--- config.mk ---
export PLATFORM = sky130hd
export DESIGN_NAME = mine_placer_flat
export DESIGN_NICKNAME = d
export VERILOG_FILES = /design/src/rtl/mine_placer_pkg.sv /design/src/rtl/mine_placer_if.sv /design/src/rtl/mine_placer_lfsr16.sv /design/src/rtl/mine_placer.sv /design/src/flat_wrapper.sv
export SDC_FILE = /design/constraint.sdc
export NUM_CORES = 1
export LEC_CHECK = 0
export CORE_MARGIN = 2
export CORE_UTILIZATION = 40
export CTS_CLUSTER_DIAMETER = 30
export DETAILED_ROUTE_END_ITERATION = 8
export PLACE_DENSITY = 0.52
export SLEW_MARGIN = 20
export SYNTH_ARGS = -nofsm -noshare
export SYNTH_HDL_FRONTEND = slang
export SYNTH_SLANG_ARGS = --single-unit
--- constraint.sdc ---
create_clock -name clk -period 7.38 [get_ports clk]
set_input_delay 1.476 -clock clk [delete_from_list [all_inputs] [get_ports clk]]
set_output_delay 1.476 -clock clk [all_outputs]
set_load 0.05 [all_outputs]
--- src/rtl/mine_placer_pkg.sv ---
// Shared definitions for the mine placer: grid limits, LFSR taps, FSM states
// and the target-count clamp used when a new level is latched.
package mine_placer_pkg;

  localparam int          GRID_MAX  = 16;
  localparam logic [15:0] LFSR_TAPS = 16'hB400;

  typedef enum logic [1:0] {
    ST_IDLE,
    ST_CLEAR,
    ST_PLACE,
    ST_DONE
  } placer_state_e;

  typedef logic [3:0] coord_t;

  // One cell must always stay free, so the count is capped at n*n-1.
  function automatic logic [5:0] clamp_target(input logic [5:0] mines,
                                              input logic [4:0] n,
                                              input logic [4:0] n_max);
    logic [8:0] sq;
    logic [8:0] lim;
    sq  = {4'd0, n} * {4'd0, n};
    lim = sq - 9'd1;
    if (n == 5'd0 || n > n_max) return 6'd0;
    if ({3'd0, mines} < lim) return mines;
    return lim[5:0];
  endfunction

endpackage

--- src/rtl/mine_placer_if.sv ---
// Level request, status and map read port of the mine placer.
interface mine_placer_if;
  import mine_placer_pkg::*;

  logic       start;
  logic [5:0] mines_in;
  logic [4:0] button_num;
  coord_t     rd_x;
  coord_t     rd_y;
  logic       rd_mine;
  logic       busy;
  logic       mines_ready;
  logic [5:0] placed;

  modport master (
    output start, mines_in, button_num, rd_x, rd_y,
    input  rd_mine, busy, mines_ready, placed
  );

  modport slave (
    input  start, mines_in, button_num, rd_x, rd_y,
    output rd_mine, busy, mines_ready, placed
  );

endinterface

--- src/rtl/mine_placer_lfsr16.sv ---
// Free-running 16-bit Fibonacci LFSR; shifts left, feedback is the XOR of the tapped bits.
module lfsr16 #(
  parameter logic [15:0] SEED  = 16'hACE1,
  parameter logic [15:0] TAPS  = 16'hB400,
  parameter int          OUT_W = 16
) (
  input  logic             clk,
  input  logic             rst,
  output logic [OUT_W-1:0] state_o
);

  logic [15:0] state_q;
  logic [15:0] state_d;

  assign state_d = {state_q[14:0], ^(state_q & TAPS)};
  assign state_o = state_q[OUT_W-1:0];

  always_ff @(posedge clk) begin
    if (rst) state_q <= SEED;
    else     state_q <= state_d;
  end

endmodule

--- src/rtl/mine_placer.sv ---
// Scatters the requested number of mines over an n x n grid at distinct
// pseudo-random cells and serves the resulting map through a registered read port.
module mine_placer
  import mine_placer_pkg::*;
#(
  parameter int          MAX_GRID  = GRID_MAX,
  parameter logic [15:0] LFSR_SEED = 16'hACE1
) (
  input  logic         clk,
  input  logic         rst,
  mine_placer_if.slave bus
);

  localparam logic [4:0] N_MAX = 5'(MAX_GRID);

  placer_state_e                     state_q;
  logic [MAX_GRID-1:0][MAX_GRID-1:0] map_q;
  logic [4:0]                        n_q;
  logic [4:0]                        n_d;
  logic [5:0]                        target_q;
  logic [5:0]                        target_d;
  logic [5:0]                        placed_q;
  logic [5:0]                        placed_d;
  logic                              busy_q;
  logic                              ready_q;
  logic                              rd_mine_q;
  logic [7:0]                        lfsr;
  coord_t                            cx;
  coord_t                            cy;
  logic                              accept;

  // The generator keeps running in every state so the moment of start adds entropy.
  lfsr16 #(
    .SEED  (LFSR_SEED),
    .TAPS  (LFSR_TAPS),
    .OUT_W (8)
  ) u_lfsr (
    .clk     (clk),
    .rst     (rst),
    .state_o (lfsr)
  );

  assign cx       = lfsr[3:0];
  assign cy       = lfsr[7:4];
  assign placed_d = placed_q + 6'd1;
  assign accept   = ({1'b0, cx} < n_q) && ({1'b0, cy} < n_q) && !map_q[cy][cx];

  // Invalid dimensions collapse to an empty request so the FSM drops straight to DONE.
  assign n_d      = (bus.button_num == 5'd0 || bus.button_num > N_MAX) ? 5'd0 : bus.button_num;
  assign target_d = clamp_target(bus.mines_in, bus.button_num, N_MAX);

  always_ff @(posedge clk) begin
    if (rst) begin
      state_q   <= ST_IDLE;
      map_q     <= '0;
      n_q       <= '0;
      target_q  <= '0;
      placed_q  <= '0;
      busy_q    <= 1'b0;
      ready_q   <= 1'b0;
      rd_mine_q <= 1'b0;
    end else begin
      rd_mine_q <= map_q[bus.rd_y][bus.rd_x];
      case (state_q)
        ST_IDLE, ST_DONE: begin
          if (bus.start) begin
            n_q      <= n_d;
            target_q <= target_d;
            placed_q <= '0;
            busy_q   <= 1'b1;
            ready_q  <= 1'b0;
            state_q  <= ST_CLEAR;
          end
        end
        ST_CLEAR: begin
          map_q <= '0;
          if (target_q == 6'd0) begin
            busy_q  <= 1'b0;
            ready_q <= 1'b1;
            state_q <= ST_DONE;
          end else begin
            state_q <= ST_PLACE;
          end
        end
        ST_PLACE: begin
          if (accept) begin
            map_q[cy][cx] <= 1'b1;
            placed_q      <= placed_d;
            if (placed_d == target_q) begin
              busy_q  <= 1'b0;
              ready_q <= 1'b1;
              state_q <= ST_DONE;
            end
          end
        end
        default: state_q <= ST_IDLE;
      endcase
    end
  end

  assign bus.rd_mine     = rd_mine_q;
  assign bus.busy        = busy_q;
  assign bus.mines_ready = ready_q;
  assign bus.placed      = placed_q;

endmodule

--- src/flat_wrapper.sv ---
// flat-port wrapper written by rule: the top's interface ports become plain ports
module mine_placer_flat import mine_placer_pkg::*;
#(
  parameter int          MAX_GRID  = GRID_MAX,
  parameter logic [15:0] LFSR_SEED = 16'hACE1
)
  (clk, rst, bus_start, bus_mines_in, bus_button_num, bus_rd_x, bus_rd_y, bus_rd_mine, bus_busy, bus_mines_ready, bus_placed);
  mine_placer_if bus_i ();
  input  logic clk;
  input  logic rst;
  input wire logic [$bits(bus_i.start)-1:0] bus_start;
  input wire logic [$bits(bus_i.mines_in)-1:0] bus_mines_in;
  input wire logic [$bits(bus_i.button_num)-1:0] bus_button_num;
  input wire logic [$bits(bus_i.rd_x)-1:0] bus_rd_x;
  input wire logic [$bits(bus_i.rd_y)-1:0] bus_rd_y;
  output wire logic [$bits(bus_i.rd_mine)-1:0] bus_rd_mine;
  output wire logic [$bits(bus_i.busy)-1:0] bus_busy;
  output wire logic [$bits(bus_i.mines_ready)-1:0] bus_mines_ready;
  output wire logic [$bits(bus_i.placed)-1:0] bus_placed;
  assign bus_i.start = bus_start;
  assign bus_i.mines_in = bus_mines_in;
  assign bus_i.button_num = bus_button_num;
  assign bus_i.rd_x = bus_rd_x;
  assign bus_i.rd_y = bus_rd_y;
  assign bus_rd_mine = bus_i.rd_mine;
  assign bus_busy = bus_i.busy;
  assign bus_mines_ready = bus_i.mines_ready;
  assign bus_placed = bus_i.placed;
  mine_placer #(.MAX_GRID(MAX_GRID), .LFSR_SEED(LFSR_SEED)) u_core (.clk(clk), .rst(rst), .bus(bus_i));
endmodule
; ---- Word level (Yosys, flattened, before mapping)
; Index checks and enable logic that the tools add are counted.
; Widths: inputs -> output; s select.
[totals]
ff_bits = 294
latchBits = 0
mem_bits_rw = 0
rom_bits = 0
inputBits = 22
output_inout_bits = 9
word_cells = 104
memories = 0
[classes]
n_addsub = 2
mul = 1
n_div = 0
n_lt_le_gt_ge = 10
eq_ne = 8
n_shift = 0
muxes = 40
n_bitwise = 1
reduce_logical = 18
[op_table]
columns = op, n
row1 = $pmux 256 s2, 1
row2 = $mux 256, 1
row3 = $or 256x256->256, 1
row4 = $bmux 16 s4, 2
row5 = $demux 16 s4, 1
row6 = $mux 16, 3
row7 = $mux 6, 6
row8 = $lt 4x5->1 const B, 4
row9 = $reduce_xor 16->1, 1
row10 = $mux 1, 15
row11 = $pmux 6 s2, 1
row12 = $lt 4x5->1, 2
row13 = $lt 6x9->1, 1
row14 = $mul 5x5->9, 1
row15 = $sub 9x1->9 const B, 1
row16 = $bmux 1 s4, 2
row17 = $ge 4x1->1 const B, 2
row18 = $add 6x1->6 const B, 1
row19 = $eq 6x6->1, 1
row20 = $logic_not 6->1, 1
row21 = $mux 2, 3
row22 = $ne 2x1->1 const B, 3
row23 = $pmux 1 s3, 2
row24 = $pmux 2 s3, 1
row25 = other kinds (16), 23

; ---- Longest topological paths before layout
; Gate-level depths: netlist of the first run.
[depth]
depth_word = 9
ltp_mapped = 16
ltp_nobuf = 16

; ---- By module
; A second synthesis of the first run with hierarchy kept.
[unflattened]
hier_cells = 1488
hier_area_um2 = 15074.5
[modules_own_cells]
columns = module, n_inst, cells_each, area_per_inst_um2, seq_area_each_um2
row1 = mine_placer, 1, 1444, 14560.2, 5565.3
row2 = lfsr16, 1, 44, 514.2, 320.3

; ---- Worst setup path before layout of the first run
; No wires, ideal clock.
[synth_path]
kind = in2reg
start = input port bus_button_num[2]
end = register u_core.target_q[3]
setup_time_ns = 0.128
t_arrival_ns = 5.236
required_time_ns = 7.252
setup_slack_ns = 2.017
stages = 15
n_path_buf = 1
path_cell_list = clkbuf_1 -> inv_1 -> fa_1 -> inv_1 -> fa_1 -> ha_1 -> ha_1 -> a21oi_1 -> xnor2_1 -> ha_1 -> o21a_1 -> o2111ai_1 -> mux2_2 -> a22oi_1 -> nor2_1
[synth_via]
elab_chain_cells = 7
elab_cells_between_ends = 12
cone_classes = add/sub (1) / mul (1) / order compare (2) / mux (6) / reduce/logical (2)
[synth_rtl]
columns = item, line_no
row1 = "start, declared", flat_wrapper.sv:13  ; input wire logic [$bits(bus_i.button_num)-1:0] bus_button_num;
row2 = $mul 5x5->9, mine_placer_pkg.sv:23  ; sq = {4'd0, n} * {4'd0, n};
row3 = $sub 9x1->9, mine_placer_pkg.sv:24  ; lim = sq - 9'd1;
row4 = $lt 6x9->1, mine_placer_pkg.sv:26  ; if ({3'd0, mines} < lim) return mines;
row5 = $mux 1 (2 in series), mine_placer_pkg.sv:26
row6 = $mux 6, mine_placer_pkg.sv:27  ; return lim[5:0];
row7 = $mux 6 *, mine_placer_pkg.sv:26
row8 = "end signal, assigned", mine_placer.sv:68  ; target_q <= target_d;
row9 = "end, declared", mine_placer.sv:20  ; logic [5:0] target_q;
; Every way passes the cells marked *; elsewhere a longest branch is shown, timed or not. The select of a mux whose other input is x is not followed.
; A chain may end at the register's enable or synchronous reset.

; ---- Worst setup path in the final report of the first run
[layout_path]
start = input port bus_button_num[0]
end = register u_core.target_q[3]
; The elaborated chain is that of the path after synthesis.

==> flow_summary.ini, run 1 <==
[run_status]
status = finished clean

[critical_path]
rr_worst_depth = 11
critPathTopFamily = adder cells
worstSetupStartpointType = input port
critPathMostFrequentCell = ha_1
cp_data_required_time_ns = 7.81
worstSetupPathDepth = 15
crit_path_end_kind = flip-flop
regToRegStartpoint = u_core.u_lfsr.state_q[4]$_SDFF_PP0_
slowest_delay_ns = 0.75
path_class = in2reg
crit_chain = clkdlybuf4s50_1 > nand2_1 > fa_1 > inv_1 > fa_1 > ha_1 > ha_1 > a21oi_1 > xnor2_1 > ha_1 > o21a_1 > o2111ai_1 > mux2_2 > a22oi_1 > nor2_1
r2r-end = u_core.map_q[114]$_SDFFE_PP0P_
critPathArrivalTime_ns = 6.02
cp_slowest_cell = clkdlybuf4s50_1
cp_max_fo = 13
crit_buf_inv = 2
r2r_setup_slack_ns = 2.39

[logic_synthesis]
synth_seq_cells = 294
synthArstFlopShare_pct = 0
synth_nets = 1530
ys_seq_area_share_pct = 40.4
synth_ff_type = dfxtp_1
synthesis.area_um2 = 14600
ys_types = 54
yosysWarnings = 0
synth_edf_count = 0
syn_inst = 1475
syn_avg_cell_area_um2 = 9.88

[timing]
tightest_slew_ns = 1.15
hold_violations = 0
fin_skew_ns = 0.0211
report.final.slew_viol_count = 0
fin_setup_tns_ns = 0
min_period_ns = 5.59
setup_viol = 0
fmax_mhz = 179
period_share_pct = 75.8
relSlewSlack_pct = 22.9
rsz0062_at_grt = no

[layout]
finalNetCount = 1541
syn2layout_area_growth_pct = 22.7
antenna_cells = 0
drive_gt1_share_pct = 20.4
num-fill-cells = 3268

[cts]
cts_tree = yes
clkLatencyLatePin_ns = 0.59
cts_resized = 0
cts_hold_buf = 0
ctsHtreeMaxLevel = 3
clock_path_buffers = 3
path_clk_slew_ns = 0.05
cts-buffers-inserted = 78
cts.sinks = 294
post-cts-setup-buffers = 0
cts_root_buf = clkbuf_16

[hold_path]
hold_path_depth = 1
hp-start = u_core.u_lfsr.state_q[9]$_SDFF_PP0_
hp-class = reg2reg
hold_end = u_core.u_lfsr.state_q[10]$_SDFF_PP1_

[power]
leakagePower_nw = 6.48
powerDensity_nw_per_um2 = 325
peakVddDrop_uv = 169
finalPower_w = 0.00582

[detailed_routing]
first_pass_iters = 5
remaining_drc_errors = 0
routedWlPerCell_um = 22.4
via_per_inst = 5.82
num_vias = 11700
ant_nets = 0
finalWirelength_mm = 45.0
drtIter0Drc = 882

[placed_design]
io_buffers = 30
detailed_place_hpwl_mm = 26.4
gp_congestion = 0.809

[floorplan]
dieHeight_um = 195
fp.dieArea_um2 = 38000
pin_count = 31
fp-row-count = 69
initial_utilization_pct = 40.8
coreArea_um2 = 35700
die_x_um = 195

[global_routing]
grtUsageTotal_pct = 24.0
grt_max_degree = 257
grt_pass1_vias = 11600
grt_pass1_wl_mm = 69.9
antenna_found_initial = 0
grt_overflow = 0

[flow_run]
cap_viol_max_count = 0
[metrics by stage]
stage	cells	setup WS (ns)	hold slack (ns)	cell area, um2	utilization, %
after global routing	2009	1.53	0.422	17900	50.0
final	2009	1.79	0.408	17900	50.0
after floorplan	1475	2.02	0.389	14600	-
after global placement	1866	1.21	0.397	15100	42.2
after detailed placement	1866	1.17	0.397	15100	42.2
after CTS	2008	1.77	0.412	17800	49.9
[flip-flops by register name (all words and copies together) (netlist names)]
signal,flops
u_core.map_q,256
u_core.u_lfsr.state_q,16
u_core.bus.placed,6
u_core.target_q,6
u_core.n_q,5
u_core.state_q,2
u_core.bus.busy,1
u_core.bus.mines_ready,1
u_core.bus.rd_mine,1
[power by group]
group | internal, W | total, W | switching [W]
combinational | 0.000207 | 0.000642 | 0.000436
sequential | 0.00162 | 0.00165 | 0.0000336
clock | 0.00244 | 0.00352 | 0.00108
[placed cells by master (no fill, tap or decap), drive strengths merged, types with 7 or more instances in the layout]
cell type / synthesis / routed
clkdlybuf4s50: 0 / 27
xor2: 8 / 8
nor2b: 16 / 16
or2: 10 / 10
bufinv: 0 / 12
mux2i: 51 / 51
nand3: 25 / 25
a31oi: 8 / 8
and3: 7 / 7
ha: 27 / 27
clkinvlp: 0 / 12
nor3: 13 / 13
inv: 35 / 45
xnor2: 13 / 13
clkbuf: 80 / 93
o21ai: 266 / 266
nand2: 301 / 301
mux4: 136 / 136
dfxtp: 294 / 294
buf: 37 / 21
a22oi: 9 / 9
nor2: 40 / 40
clkinv: 0 / 15
o21a: 7 / 7
a21oi: 16 / 16
[cell type report]
type	instances	area [um2]	share of cell area (%)
Clock inverter	49	658	3.68
Inverter	35	131	0.735
Tap cell	461	577	3.23
Multi-Input combinational cell	1029	8080	45.2
Sequential cell	294	5890	33.0
Clock buffer	93	2090	11.7
Timing Repair Buffer	48	455	2.55
[layer usage]
metal / vias up / wire length (um) / track usage (%)
li1: 5387 / - / -
met1: 5832 / 20100 / 32.5
met2: 384 / 21200 / 39.1
met3: 80 / 2610 / 4.29
met4: 0 / 1060 / 7.80
met5: - / 0 / 0
[worst max-delay path by stage]
| stage | from | end | slack (ns) |
|---|---|---|---|
| floorplan | bus_button_num[2] | u_core.target_q[3]$_SDFFE_PP0P_ | 2.02 |
| global placement | bus_button_num[0] | u_core.target_q[3]$_SDFFE_PP0P_ | 1.21 |
| global route | bus_button_num[0] | u_core.target_q[3]$_SDFFE_PP0P_ | 1.53 |
| finish | bus_button_num[0] | u_core.target_q[3]$_SDFFE_PP0P_ | 1.79 |
| CTS | bus_button_num[0] | u_core.target_q[3]$_SDFFE_PP0P_ | 1.77 |
| detailed placement | bus_button_num[0] | u_core.target_q[3]$_SDFFE_PP0P_ | 1.17 |
[Yosys cell counts, drive strengths merged, types with 3 or more instances]
cell	count	area [um2]
a2111oi	4	35.0
a211oi	3	27.5
a21o	6	45.0
a21oi	16	80.1
a221oi	4	35.0
a22oi	9	67.6
a31oi	8	50.1
a32oi	4	35.0
and2	3	18.8
and3	7	43.8
buf	37	198
clkbuf	80	300
dfxtp	294	5890
fa	6	120
ha	27	338
inv	35	131
mux2	5	56.3
mux2i	51	510
mux4	136	3060
nand2	301	1130
nand2b	6	37.5
nand3	25	125
nand3b	3	22.5
nand4	5	31.3
nor2	40	150
nor2b	16	100
nor3	13	65.1
nor3b	4	30.0
o2111ai	3	26.3
o21a	7	52.6
o21ai	266	1330
o22ai	3	18.8
or2	10	62.6
xnor2	13	114
xor2	8	70.1
[kinds of logic after synthesis]
logic type	after synthesis	share of synthesized area, %
adders and majority gates	33	3.14
DFF	294	40.4
xor gates and xnor gates	21	1.26
muxes	192	24.9
and+or+nand+nor	438	12.9
AOI/OAI and AO/OA	345	13.1
buffers and inverters	152	4.32
Power figures use the tool's default switching activity.
==> run 2, diff against run 1 <==
Settings changed: PLACE_DENSITY 0.52 to 0.54.
Clock period 7.38 ns to 4.75 ns, I/O delays scaled along.
==> run 2 against run 1 <==
  * First-iteration DRC count rose by 2.0%
  * Clock skew rose by 0.0019 ns
  * Design area fell by 0.29%
  * Count of clock-buffer cells in the layout fell by 1
  * Sequential cell count did not move
  * Die area did not move
  * Worst hold slack improved by 0.0034 ns
  * Highest routed layer unchanged
==> flow_summary.ini, run 2 (synthesis results as in run 1) <==
[critical_path]
crit_path_end_kind = flip-flop
path_class = in2reg
cp_slowest_cell = fa_1
crit_chain = clkdlybuf4s50_1 > inv_1 > fa_1 > inv_1 > fa_1 > ha_1 > ha_1 > a21oi_1 > xnor2_1 > ha_1 > o21a_1 > o2111ai_2 > mux2_2 > a22oi_1 > nor2_1
rr_worst_depth = 10
critPathArrivalTime_ns = 4.75
cp_data_required_time_ns = 5.17
slowest_delay_ns = 0.54
critPathMostFrequentCell = ha_1
worstSetupStartpointType = input port
cp_max_fo = 3

[timing]
holdWs_ns = 0.411
fin_skew_ns = 0.0230
tightest_slew_ns = 1.19
relSlewSlack_pct = 20.7
setup_viol = 0
fmax_mhz = 231
report.final.slew_viol_count = 0
hold_violations = 0
rsz0062_at_grt = no
min_period_ns = 4.33
period_share_pct = 91.2

[layout]
layout_commonest_cell = nand2_1
multi_input_area_um2 = 8080
mostFrequentLayoutCells = 301 x nand2_1, 291 x dfxtp_1, 266 x o21ai_0
syn2layout_area_growth_pct = 22.3
register_area_um2 = 5890
regMostFlops = u_core.map_q
drive_gt1_share_pct = 20.8
stdcell_count = 2020
finalNetCount = 1559
num-fill-cells = 3317
largest_reg_flops = 256
antenna_cells = 0
reg_top3 = u_core.map_q x256, u_core.u_lfsr.state_q x16

[global_routing]
grtUsageTotal_pct = 23.6
antenna_found_initial = 2
grt_pass1_wl_mm = 69.0
grt_max_degree = 96
grt_pass1_vias = 11600
grt_overflow = 0

[cts]
cts_root_buf = clkbuf_16
cts_resized = 0
cts_tree = yes
cts_hold_buf = 0
cts.sinks = 294
path_clk_slew_ns = 0.04
clkLatencyLatePin_ns = 0.58
cts-buffers-inserted = 72
ctsHtreeMaxLevel = 3
clock_path_buffers = 3
post-cts-setup-buffers = 0

[floorplan]
pin_count = 31
fp.dieArea_um2 = 38000
coreArea_um2 = 35700
fp-row-count = 69
initial_utilization_pct = 40.8
dieHeight_um = 195
die_x_um = 195

[hold_path]
hp-class = reg2reg
hold_path_depth = 1

[power]
seq_power_share_pct = 30.4
leakagePower_nw = 6.50
finalPower_w = 0.00848
p_int_w = 0.00621
powerDensity_nw_per_um2 = 475
clkPwrFrac_pct = 57.1
peakVddDrop_uv = 215
pwr-share-comb_pct = 12.5
switching_power_w = 0.00227
netSwitchingFraction_pct = 26.7

[placed_design]
io_buffers = 30
gp_congestion = 0.811
detailed_place_hpwl_mm = 27.0
dpl.cell_count = 1891

[detailed_routing]
ant_nets = 0
routedWlPerCell_um = 22.0
finalWirelength_mm = 44.5
via_per_inst = 5.78
num_vias = 11700
drtIter0Drc = 900
first_pass_iters = 5
remaining_drc_errors = 0

[flow_run]
cap_viol_max_count = 0

[run_status]
status = finished clean
[run 2: cell types whose count changed in the layout (fill, tap and decap cells not counted), moves of 3 or more]
cell,previous run,this run
clkbuf_16,78,72
buf_4,17,33
buf_12,1,10
bufinv_16,12,7
clkbuf_8,8,11
clkinvlp_4,12,5
clkinv_2,11,14
[run 2: stage by stage]
step	util, %	setup WS [ns]	setup TNS [ns]	area [um2]
floorplan	-	0.0974	0	14600
global placement	43.1	-0.0987	-0.212	15400
detailed placement	43.1	-0.185	-0.745	15400
CTS	49.9	0.396	0	17800
global route	49.9	0.183	0	17800
finish	49.9	0.420	0	17800
[run 2: power by group through the flow]
stage / Clock (W) / Sequential [W] / Combinational (W)
3_5_place_dp: 0 / 0.00262 / 0.00106
2_1_floorplan: 0 / 0.00261 / 0.000712
3_3_place_gp: 0 / 0.00262 / 0.00105
5_1_grt: 0.00503 / 0.00258 / 0.00116
4_1_cts: 0.00490 / 0.00257 / 0.00107
6_report: 0.00484 / 0.00257 / 0.00106
[run 2: path summary, 6_finish.rpt]
| check | startpoint | to | slack, ns |
|---|---|---|---|
| setup reg to reg | u_core.u_lfsr.state_q[4]$_SDFF_PP0_ | u_core.map_q[40]$_SDFFE_PP0P_ | 0.45 |
| hold / removal | u_core.u_lfsr.state_q[14]$_SDFF_PP0_ | u_core.u_lfsr.state_q[15]$_SDFF_PP1_ | 0.41 |
| hold reg to reg | u_core.u_lfsr.state_q[14]$_SDFF_PP0_ | u_core.u_lfsr.state_q[15]$_SDFF_PP1_ | 0.41 |
| setup / recovery | bus_button_num[2] | u_core.target_q[3]$_SDFFE_PP0P_ | 0.42 |
[run 2: final cells by class]
cell class                 count  share of cell area [%]
clock inverter                37                    2.43
multi-input combinational   1029                    45.3
tap                          461                    3.24
timing repair buffer          72                    4.08
clock buffer                  92                    11.1
sequential                   294                    33.1
inverter                      35                   0.737
[run 2: critical path: cells and delay by family]
family | cells | cell delay [ns]
AOI/OAI and AO/OA | 4 | 0.71
muxes | 1 | 0.36
xor gates and xnor gates | 1 | 0.17
buffers and inverters | 3 | 0.62
and+or+nand+nor | 1 | 0.05
adders and majority gates | 5 | 1.87
[run 2: routing by layer]
| metal | track usage, % | part of all wire [%] | vias to the layer above |
|---|---|---|---|
| met4 | 8.45 | 2.4 | 0 |
| li1 | - | - | 5413 |
| met2 | 39.3 | 48 | 361 |
| met3 | 3.71 | 5.3 | 67 |
| met5 | 0 | 0 | - |
| met1 | 31.1 | 44 | 5832 |
==> run 3, diff against run 2 <==
Settings changed: CORE_UTILIZATION 40 to 56, PLACE_DENSITY 0.54 to 0.73.
==> run 3 against run 2 <==
  * Sequential share of layout area increased by 0.78 points
  * Cell count fell by 7.1%
  * Combinational power barely moved
  * Sequential power barely moved
  * Worst hold slack worse by 0.0068 ns
  * Sequential cell count unchanged
  * Power shrank 3.9%
==> flow_summary.ini, run 3 (synthesis results as in run 1) <==
[run_status]
status = finished clean

[power]
powerDensity_nw_per_um2 = 468
pwr-share-comb_pct = 13.1
peakVddDrop_uv = 463
leakagePower_nw = 6.36
seq_power_share_pct = 31.5
p_int_w = 0.00602
switching_power_w = 0.00212
clkPwrFrac_pct = 55.4
netSwitchingFraction_pct = 26.0

[critical_path]
crit_path_end_kind = flip-flop
path_class = reg2reg
r2r-end = u_core.map_q[10]$_SDFFE_PP0P_
critPathArrivalTime_ns = 4.89
regToRegStartpoint = u_core.u_lfsr.state_q[4]$_SDFF_PP0_
cp_data_required_time_ns = 5.19
cp_max_fo = 38
worstSetupStartpointType = flip-flop
r2r_setup_slack_ns = 0.30
rr_worst_depth = 12

[timing]
period_share_pct = 93.7
min_period_ns = 4.45
fin_setup_tns_ns = 0
relSlewSlack_pct = 14.2
fin_skew_ns = 0.0252
hold_violations = 0
report.final.slew_viol_count = 0
fmax_mhz = 225
tightest_slew_ns = 1.28
rsz0062_at_grt = no
setup_viol = 0

[global_routing]
grt_pass1_wl_mm = 66.6
grtUsageTotal_pct = 31.9
antenna_found_initial = 0
grt_max_degree = 96
grt_overflow = 0
grt_pass1_vias = 12100

[floorplan]
coreArea_um2 = 25800
fp.dieArea_um2 = 27300
initial_utilization_pct = 56.4
fp-row-count = 59
die_x_um = 165
pin_count = 31
dieHeight_um = 165

[placed_design]
dpl.cell_count = 1768
placedInstanceArea_um2 = 15200
io_buffers = 30
detailed_place_hpwl_mm = 25.6
gp_congestion = 0.878

[hold_path]
hold_end = u_core.u_lfsr.state_q[15]$_SDFF_PP1_
hp-class = reg2reg
hold_path_depth = 1
hp-start = u_core.u_lfsr.state_q[14]$_SDFF_PP0_

[cts]
post-cts-setup-buffers = 0
cts_resized = 0
cts_tree = yes
clock_path_buffers = 3
cts-buffers-inserted = 58
cts.sinks = 294
cts_root_buf = clkbuf_16
clkLatencyLatePin_ns = 0.58
cts_hold_buf = 0
path_clk_slew_ns = 0.05
ctsHtreeMaxLevel = 2

[detailed_routing]
num_vias = 12200
via_per_inst = 6.50
finalWirelength_mm = 42.9
remaining_drc_errors = 0
drtIter0Drc = 1320
ant_nets = 0
first_pass_iters = 6
routedWlPerCell_um = 22.8

[layout]
design_area_um2 = 17400
syn2layout_area_growth_pct = 19.5
largest_reg_flops = 256
stdcell_count = 1877
num-fill-cells = 1916
register_area_um2 = 5890
drive_gt1_share_pct = 20.2
regMostFlops = u_core.map_q
layout_commonest_cell = nand2_1
finalNetCount = 1548
multi_input_area_um2 = 8080
antenna_cells = 0
mostFrequentLayoutCells = 301 x nand2_1, 291 x dfxtp_1, 266 x o21ai_0
finish.utilization_pct = 67.4
reg_top3 = u_core.map_q x256, u_core.u_lfsr.state_q x16

[flow_run]
cap_viol_max_count = 0
==> run 3: cell count changes in the layout (fill, tap and decap cells not counted), sizes merged, moves of 2 or more <==
cell / change
inv: -3
clkbuf: -22
clkinvlp: +2
buf: +2
clkinv: -5
bufinv: +8
==> run 3: metal layers <==
metal  vias to the layer above  global-route usage (%)  share of wire (%)
li1                       5384                       -                  -
met1                      5918                    39.8                 38
met2                       715                    51.9                 47
met3                       188                    6.29                9.4
met4                         0                    18.1                5.7
met5                         -                       0                  0
==> run 3: layout make-up <==
cell class	count	share of cell area, %
sequential	294	33.8
clock buffer	70	8.94
multi-input combinational	1029	46.4
tap	335	2.41
inverter	35	0.754
timing repair buffer	75	4.05
clock inverter	39	3.59
==> run 3: power by group through the flow <==
stage / Combinational [W] / Clock (W) / Sequential, W
2_1_floorplan: 0.000712 / 0 / 0.00261
3_3_place_gp: 0.00102 / 0 / 0.00261
3_5_place_dp: 0.00104 / 0 / 0.00261
4_1_cts: 0.00105 / 0.00453 / 0.00256
5_1_grt: 0.00115 / 0.00465 / 0.00257
6_report: 0.00107 / 0.00451 / 0.00256
==> run 3: per-stage QoR <==
| step | hold slack (ns) | worst slack [ns] | total power, W |
|---|---|---|---|
| 3_3_place_gp | 0.398 | -0.0455 | 0.00363 |
| 3_5_place_dp | 0.400 | -0.148 | 0.00365 |
| 4_1_cts | 0.406 | 0.398 | 0.00815 |
| 5_1_grt | 0.415 | 0.119 | 0.00837 |
| 2_1_floorplan | 0.389 | 0.0974 | 0.00332 |
| 6_report | 0.405 | 0.300 | 0.00814 |
==> run 3: critical path: stages (launching register included) <==
cell      delay, ns
dfxtp_4        0.83
buf_4          0.31
buf_4          0.22
nor2b_1        0.62
a32oi_1        0.20
nand3_1        0.16
o22ai_1        0.12
a211o_1        0.33
a211oi_2       0.22
buf_4          0.18
buf_4          0.25
nand3_1        0.48
o21ai_0        0.40
==> run 3: how the worst max path moves through the flow <==
stage,from,endpoint,slack (ns),cells past startpoint
2_1_floorplan,bus_button_num[2],u_core.target_q[3]$_SDFFE_PP0P_,0.1,15
3_3_place_gp,bus_button_num[2],u_core.target_q[3]$_SDFFE_PP0P_,-0.05,15
4_1_cts,u_core.u_lfsr.state_q[4]$_SDFF_PP0_,u_core.map_q[10]$_SDFFE_PP0P_,0.40,12
3_5_place_dp,bus_button_num[4],u_core.target_q[3]$_SDFFE_PP0P_,-0.15,15
6_report,u_core.u_lfsr.state_q[4]$_SDFF_PP0_,u_core.map_q[10]$_SDFFE_PP0P_,0.30,12
5_1_grt,u_core.u_lfsr.state_q[4]$_SDFF_PP0_,u_core.map_q[10]$_SDFFE_PP0P_,0.12,12
